[src/rtl/mips_mc_ctrl.sv]
// mips_mc_ctrl
// Multicycle main control for the MIPS core. A Moore FSM steps the shared
// datapath through fetch / decode / execute / memory / writeback, driving all
// datapath enables and mux selects plus the 2-bit alu_op class.
//
// Ports:
//   clk, rst_n        clock, synchronous active-low reset
//   opcode[5:0]       IR[31:26], meaningful from DECODE onward
//   mem_ready         memory completes an access in the cycle it is high
//   pc_write, pc_write_cond, iord, mem_read, mem_write, ir_write,
//   mem_to_reg, reg_dst, reg_write, alu_src_a, alu_src_b[1:0],
//   pc_source[1:0], alu_op[1:0]   datapath controls
//   illegal_op        one-cycle pulse in DECODE for an unsupported opcode
//   state[3:0]        current state encoding (debug)
//
// Handshake: a memory request (mem_read / mem_write with iord) is held stable
// in FETCH, MEMRD and MEMWR until mem_ready is seen high; the access completes
// in that cycle and the FSM advances on the following edge. mem_ready is
// ignored in every other state.
module mips_mc_ctrl (
  input  logic       clk,
  input  logic       rst_n,
  input  logic [5:0] opcode,
  input  logic       mem_ready,
  output logic       pc_write,
  output logic       pc_write_cond,
  output logic       iord,
  output logic       mem_read,
  output logic       mem_write,
  output logic       ir_write,
  output logic       mem_to_reg,
  output logic       reg_dst,
  output logic       reg_write,
  output logic       alu_src_a,
  output logic [1:0] alu_src_b,
  output logic [1:0] pc_source,
  output logic [1:0] alu_op,
  output logic       illegal_op,
  output logic [3:0] state
);

  localparam logic [5:0] OP_RTYPE = 6'b000000;
  localparam logic [5:0] OP_LW    = 6'b100011;
  localparam logic [5:0] OP_SW    = 6'b101011;
  localparam logic [5:0] OP_BEQ   = 6'b000100;
  localparam logic [5:0] OP_J     = 6'b000010;

  typedef enum logic [3:0] {
    S_FETCH  = 4'd0,
    S_DECODE = 4'd1,
    S_MEMADR = 4'd2,
    S_MEMRD  = 4'd3,
    S_MEMWB  = 4'd4,
    S_MEMWR  = 4'd5,
    S_EXEC   = 4'd6,
    S_ALUWB  = 4'd7,
    S_BRANCH = 4'd8,
    S_JUMP   = 4'd9
  } state_e;

  state_e state_q, state_d;

  always_ff @(posedge clk) begin
    if (!rst_n) state_q <= S_FETCH;
    else        state_q <= state_d;
  end

  // Every output, including the debug state, is held at 0 while rst_n is low
  // so that no request or write enable escapes during reset (FETCH would
  // otherwise raise mem_read).
  always_comb begin
    state_d       = state_q;
    pc_write      = 1'b0;
    pc_write_cond = 1'b0;
    iord          = 1'b0;
    mem_read      = 1'b0;
    mem_write     = 1'b0;
    ir_write      = 1'b0;
    mem_to_reg    = 1'b0;
    reg_dst       = 1'b0;
    reg_write     = 1'b0;
    alu_src_a     = 1'b0;
    alu_src_b     = 2'b00;
    pc_source     = 2'b00;
    alu_op        = 2'b00;
    illegal_op    = 1'b0;
    state         = 4'd0;

    if (rst_n) begin
      state = state_q;
      case (state_q)
        S_FETCH: begin
          mem_read  = 1'b1;
          alu_src_b = 2'b01;
          // IR and PC+4 are captured only in the cycle the read completes.
          ir_write  = mem_ready;
          pc_write  = mem_ready;
          if (mem_ready) state_d = S_DECODE;
        end
        S_DECODE: begin
          alu_src_b = 2'b11;
          case (opcode)
            OP_LW, OP_SW: state_d = S_MEMADR;
            OP_RTYPE:     state_d = S_EXEC;
            OP_BEQ:       state_d = S_BRANCH;
            OP_J:         state_d = S_JUMP;
            default: begin
              state_d    = S_FETCH;
              illegal_op = 1'b1;
            end
          endcase
        end
        S_MEMADR: begin
          alu_src_a = 1'b1;
          alu_src_b = 2'b10;
          // Only lw/sw reach here; IR still holds the opcode.
          state_d   = (opcode == OP_LW) ? S_MEMRD : S_MEMWR;
        end
        S_MEMRD: begin
          mem_read = 1'b1;
          iord     = 1'b1;
          if (mem_ready) state_d = S_MEMWB;
        end
        S_MEMWB: begin
          reg_write  = 1'b1;
          mem_to_reg = 1'b1;
          state_d    = S_FETCH;
        end
        S_MEMWR: begin
          mem_write = 1'b1;
          iord      = 1'b1;
          if (mem_ready) state_d = S_FETCH;
        end
        S_EXEC: begin
          alu_src_a = 1'b1;
          alu_op    = 2'b10;
          state_d   = S_ALUWB;
        end
        S_ALUWB: begin
          reg_write = 1'b1;
          reg_dst   = 1'b1;
          state_d   = S_FETCH;
        end
        S_BRANCH: begin
          alu_src_a     = 1'b1;
          alu_op        = 2'b01;
          pc_write_cond = 1'b1;
          pc_source     = 2'b01;
          state_d       = S_FETCH;
        end
        S_JUMP: begin
          pc_write  = 1'b1;
          pc_source = 2'b10;
          state_d   = S_FETCH;
        end
        default: begin
          // Unreachable encodings recover to FETCH with all outputs low.
          state_d = S_FETCH;
        end
      endcase
    end
  end

endmodule

[config.mk]
export PLATFORM = sky130hd
export DESIGN_NAME = mips_mc_ctrl
export DESIGN_NICKNAME = d
export VERILOG_FILES = /design/src/rtl/mips_mc_ctrl.sv
export SDC_FILE = /design/constraint.sdc
export NUM_CORES = 1
export LEC_CHECK = 0
export ABC_AREA = 1
export CAP_MARGIN = 20
export CORE_MARGIN = 2
export CORE_UTILIZATION = 42
export CTS_CLUSTER_SIZE = 25
export DETAILED_ROUTE_END_ITERATION = 8
export GPL_TIMING_DRIVEN = 0
export PLACE_DENSITY = 0.83
export SYNTH_ARGS = -nofsm -noshare
export SYNTH_HDL_FRONTEND = slang
export SYNTH_SLANG_ARGS = --single-unit
export TNS_END_PERCENT = 100
[constraint.sdc]
create_clock -name clk -period 2.6 [get_ports clk]
set_clock_uncertainty 0.2 [all_clocks]
set_input_delay 0.52 -clock clk [delete_from_list [all_inputs] [get_ports clk]]
set_output_delay 0.52 -clock clk [all_outputs]
set_load 0.1 [all_outputs]
==> qor.yml <==
critical-path-max-stage-delay_ps: 560
setup-violations-final: 0
drt.antenna.violating_nets: 0
synthCells: 116
boundaryPins: 30
worstReg2RegStart: "state_q[0]"
fin_tns_setup_ps: 0
cell_internal_pwr_w: 0.000163
worst_slew_pin_slew_ps: 956
gr-total-overflow: 0
via_count: 779
final_min_period_over_clock_period_pct: 96.8
tritoncts: "done"
setup.worst_path.class: "flip-flop to output port"
number_of_buffers_inserted_by_port_buffering: 28
fin_hold_viols: 0
maximum_number_of_pins_on_one_net_before_global_route_repair: 10
pwr-share-seq_pct: 21.4
average_detailed_routed_wire_length_per_instance_um: 10.4
areaGrowthSynthToFinish_pct: 66.0
insertion_delay_ps: 240
hold_buffers: 0
layout-drive-gt1-share_pct: 34.0
dpl-instance-area_um2: 1020
clock.fmax_ghz: 0.397
route.detailed.drc: 0
drv_cap: 0
gp_congestion: 0.878
clkSlewWorstSetupHoldPaths_ps: 40
netSwitchingPower_w: 0.000173
avgSynthCellArea_um2: 5.21
ys_top_cells_by_area: "sky130_fd_sc_hd__nand2_1, sky130_fd_sc_hd__nor2_1, sky130_fd_sc_hd__dfxtp_1"
min-delay-start: "rst_n"
final_max_slew_viol_count: 0
syn-num-nets: 125
worst-path-buf-inv: 3
global_route.usage.total_pct: 21.6
synth_warnings: 0
tritoncts.num_buffers: 3
combinationalPowerShare_pct: 55.1
crit_fanout: 6
viasPerCell: 4.81
design.core.area_um2: 1320
synth_area_leader_cell: "sky130_fd_sc_hd__nand2_1"
synth-seq-area-share_pct: 13.3
rows: 13
max_flop_register: "state_q"
antenna_cells_inserted: 0
yosys.cell_count.top_type: "sky130_fd_sc_hd__nand2_1"
primary_ff_master_synth: "sky130_fd_sc_hd__dfxtp_1"
crit_slowest_cell: "sky130_fd_sc_hd__clkdlybuf4s18_2"
worstPathRequired_ps: 1880
initial_core_util_pct: 45.9
die_span_in_y_um: 41.9
timing.slew.headroom_pct: 36.5
synthArstFlopShare_pct: 0
critical_path.endpoint_type: "output port"
place.detailed.instances: 159
htree_num_levels: 1
synth-seq-cells: 4
ys_types: 18
setup.worst_path.start: "state_q[0]"
leakagePower_nw: 0.518
worst_ep_arrival_time_ps: 1800
synth_top_area_share_pct: 19.9
layout.nets: 158
layoutNonFillerInstCount: 162
synth_area_um2: 604
antenna_found_initial: 0
firstDrtPassIters: 4
layout.cell_area.non_filler_um2: 1000
largest_register_ffs: 4
clkPwrFrac_pct: 23.5
hp-class: "input pin to flip-flop"
timing.final.crit_period_ps: 2520
synth_top_cells_by_count: "sky130_fd_sc_hd__nand2_1, sky130_fd_sc_hd__nor2_1, sky130_fd_sc_hd__inv_1, sky130_fd_sc_hd__nand3_1, sky130_fd_sc_hd__nor3_1"
grt_setup_unrepaired: "false"
grt_pass1_wl_mm: 3.01
power_w: 0.000336
grt_pass1_vias: 731
floorplan_die_width_um: 41.9
hpwl_mm: 1.40
ir_drop_v: 0.000333
die_area_um2: 1760
largestRegisters: "state_q (4)"
crit_path_frequent_cell: "sky130_fd_sc_hd__inv_2"
routed_wirelength_mm: 1.69
cts.path.max_buffers: 2
netSwitchingFraction_pct: 51.5
count_of_flip_flops_with_a_built_in_enable_after_synthesis: 0
power_density_nw_per_um2: 335
cts_root_buf: "sky130_fd_sc_hd__clkbuf_4"
first_iter_violations: 9
run_status: "finished clean"
critical_path.startpoint_type: "flip-flop"
crit_path_cell_trace: "inv_2 > nand2_4 > inv_2 > nor3_4 > clkdlybuf4s18_2"
path_delay_family: "buffers and inverters"
numClockSinks: 4
==> cell families (layout without fill, tap and decap cells) <==
logic type	count (synthesis)	count (layout)	share of synthesized area [%]
AND/OR/NAND/NOR	84	84	65.0
flip-flops	4	4	13.3
AO/OA/AOI/OAI	4	4	3.73
buffers and inverters	24	55	18.0
==> final cells by class <==
cell class                 count  area, um^2
sequential                     4        80.1
timing repair buffer          28         240
clock buffer                   3        22.5
inverter                      20        78.8
fill                         119         314
buffer                         4        41.3
tap                           15        18.8
multi-input combinational     88         522
==> tightest hold or removal path, stage by stage <==
cell	delay [ps]
sky130_fd_sc_hd__buf_8	100
sky130_fd_sc_hd__nand2_1	50
sky130_fd_sc_hd__nand2_1	50
==> power by group through the flow <==
| stage | combinational, W | clock (W) | sequential [W] |
|---|---|---|---|
| after floorplan | 0.000151 | 0 | 0.0000708 |
| after global placement | 0.000190 | 0 | 0.0000727 |
| after detailed placement | 0.000193 | 0 | 0.0000729 |
| after CTS | 0.000190 | 0.0000813 | 0.0000718 |
| after global routing | 0.000196 | 0.0000898 | 0.0000723 |
| final | 0.000185 | 0.0000788 | 0.0000720 |
==> metal layers <==
metal / vias up / wire length (um) / GRT usage (%)
met5: - / 0 / 0
met4: 0 / 7 / 9.03
li1: 416 / - / -
met2: 26 / 847 / 40.0
met1: 335 / 758 / 24.1
met3: 2 / 75 / 3.04
==> path summary, 6_finish.rpt <==
path / end / slack [ps] / cells past startpoint
worst max-delay path: reg_write / 80 / 5
worst min-delay path: state_q[1] / 310 / 3
worst max register to register: state_q[0] / 1100 / 7
worst min register to register: state_q[0] / 490 / 4
==> stage by stage <==
stage               worst slack, ps  utilization (%)  hold WS (ps)
CTS                            1.37             79.4           314
global placement               -696             77.5           464
finish                         82.1             76.2           314
floorplan                      -332                -           517
detailed placement             -745             77.5           477
global route                   1.70             76.2           325
==> timing repair <==
action / CTS / global route
gates resized for setup: 60 / 13
setup endpoints to repair: 21 / 8
hold endpoints to repair: 0 / 0
pin swaps: 0 / 0
setup buffers: 0 / 0
==> cells in the final DEF (no fill, tap or decap), drive strengths merged, types with 5 or more instances in the layout <==
cell type / Yosys / routed
nand3: 14 / 14
clkdlybuf4s15: 0 / 6
nand2: 35 / 35
buf: 4 / 13
nor3: 5 / 5
nor2: 30 / 30
clkdlybuf4s50: 0 / 7
inv: 20 / 19
(Power assumes the default switching activity.)
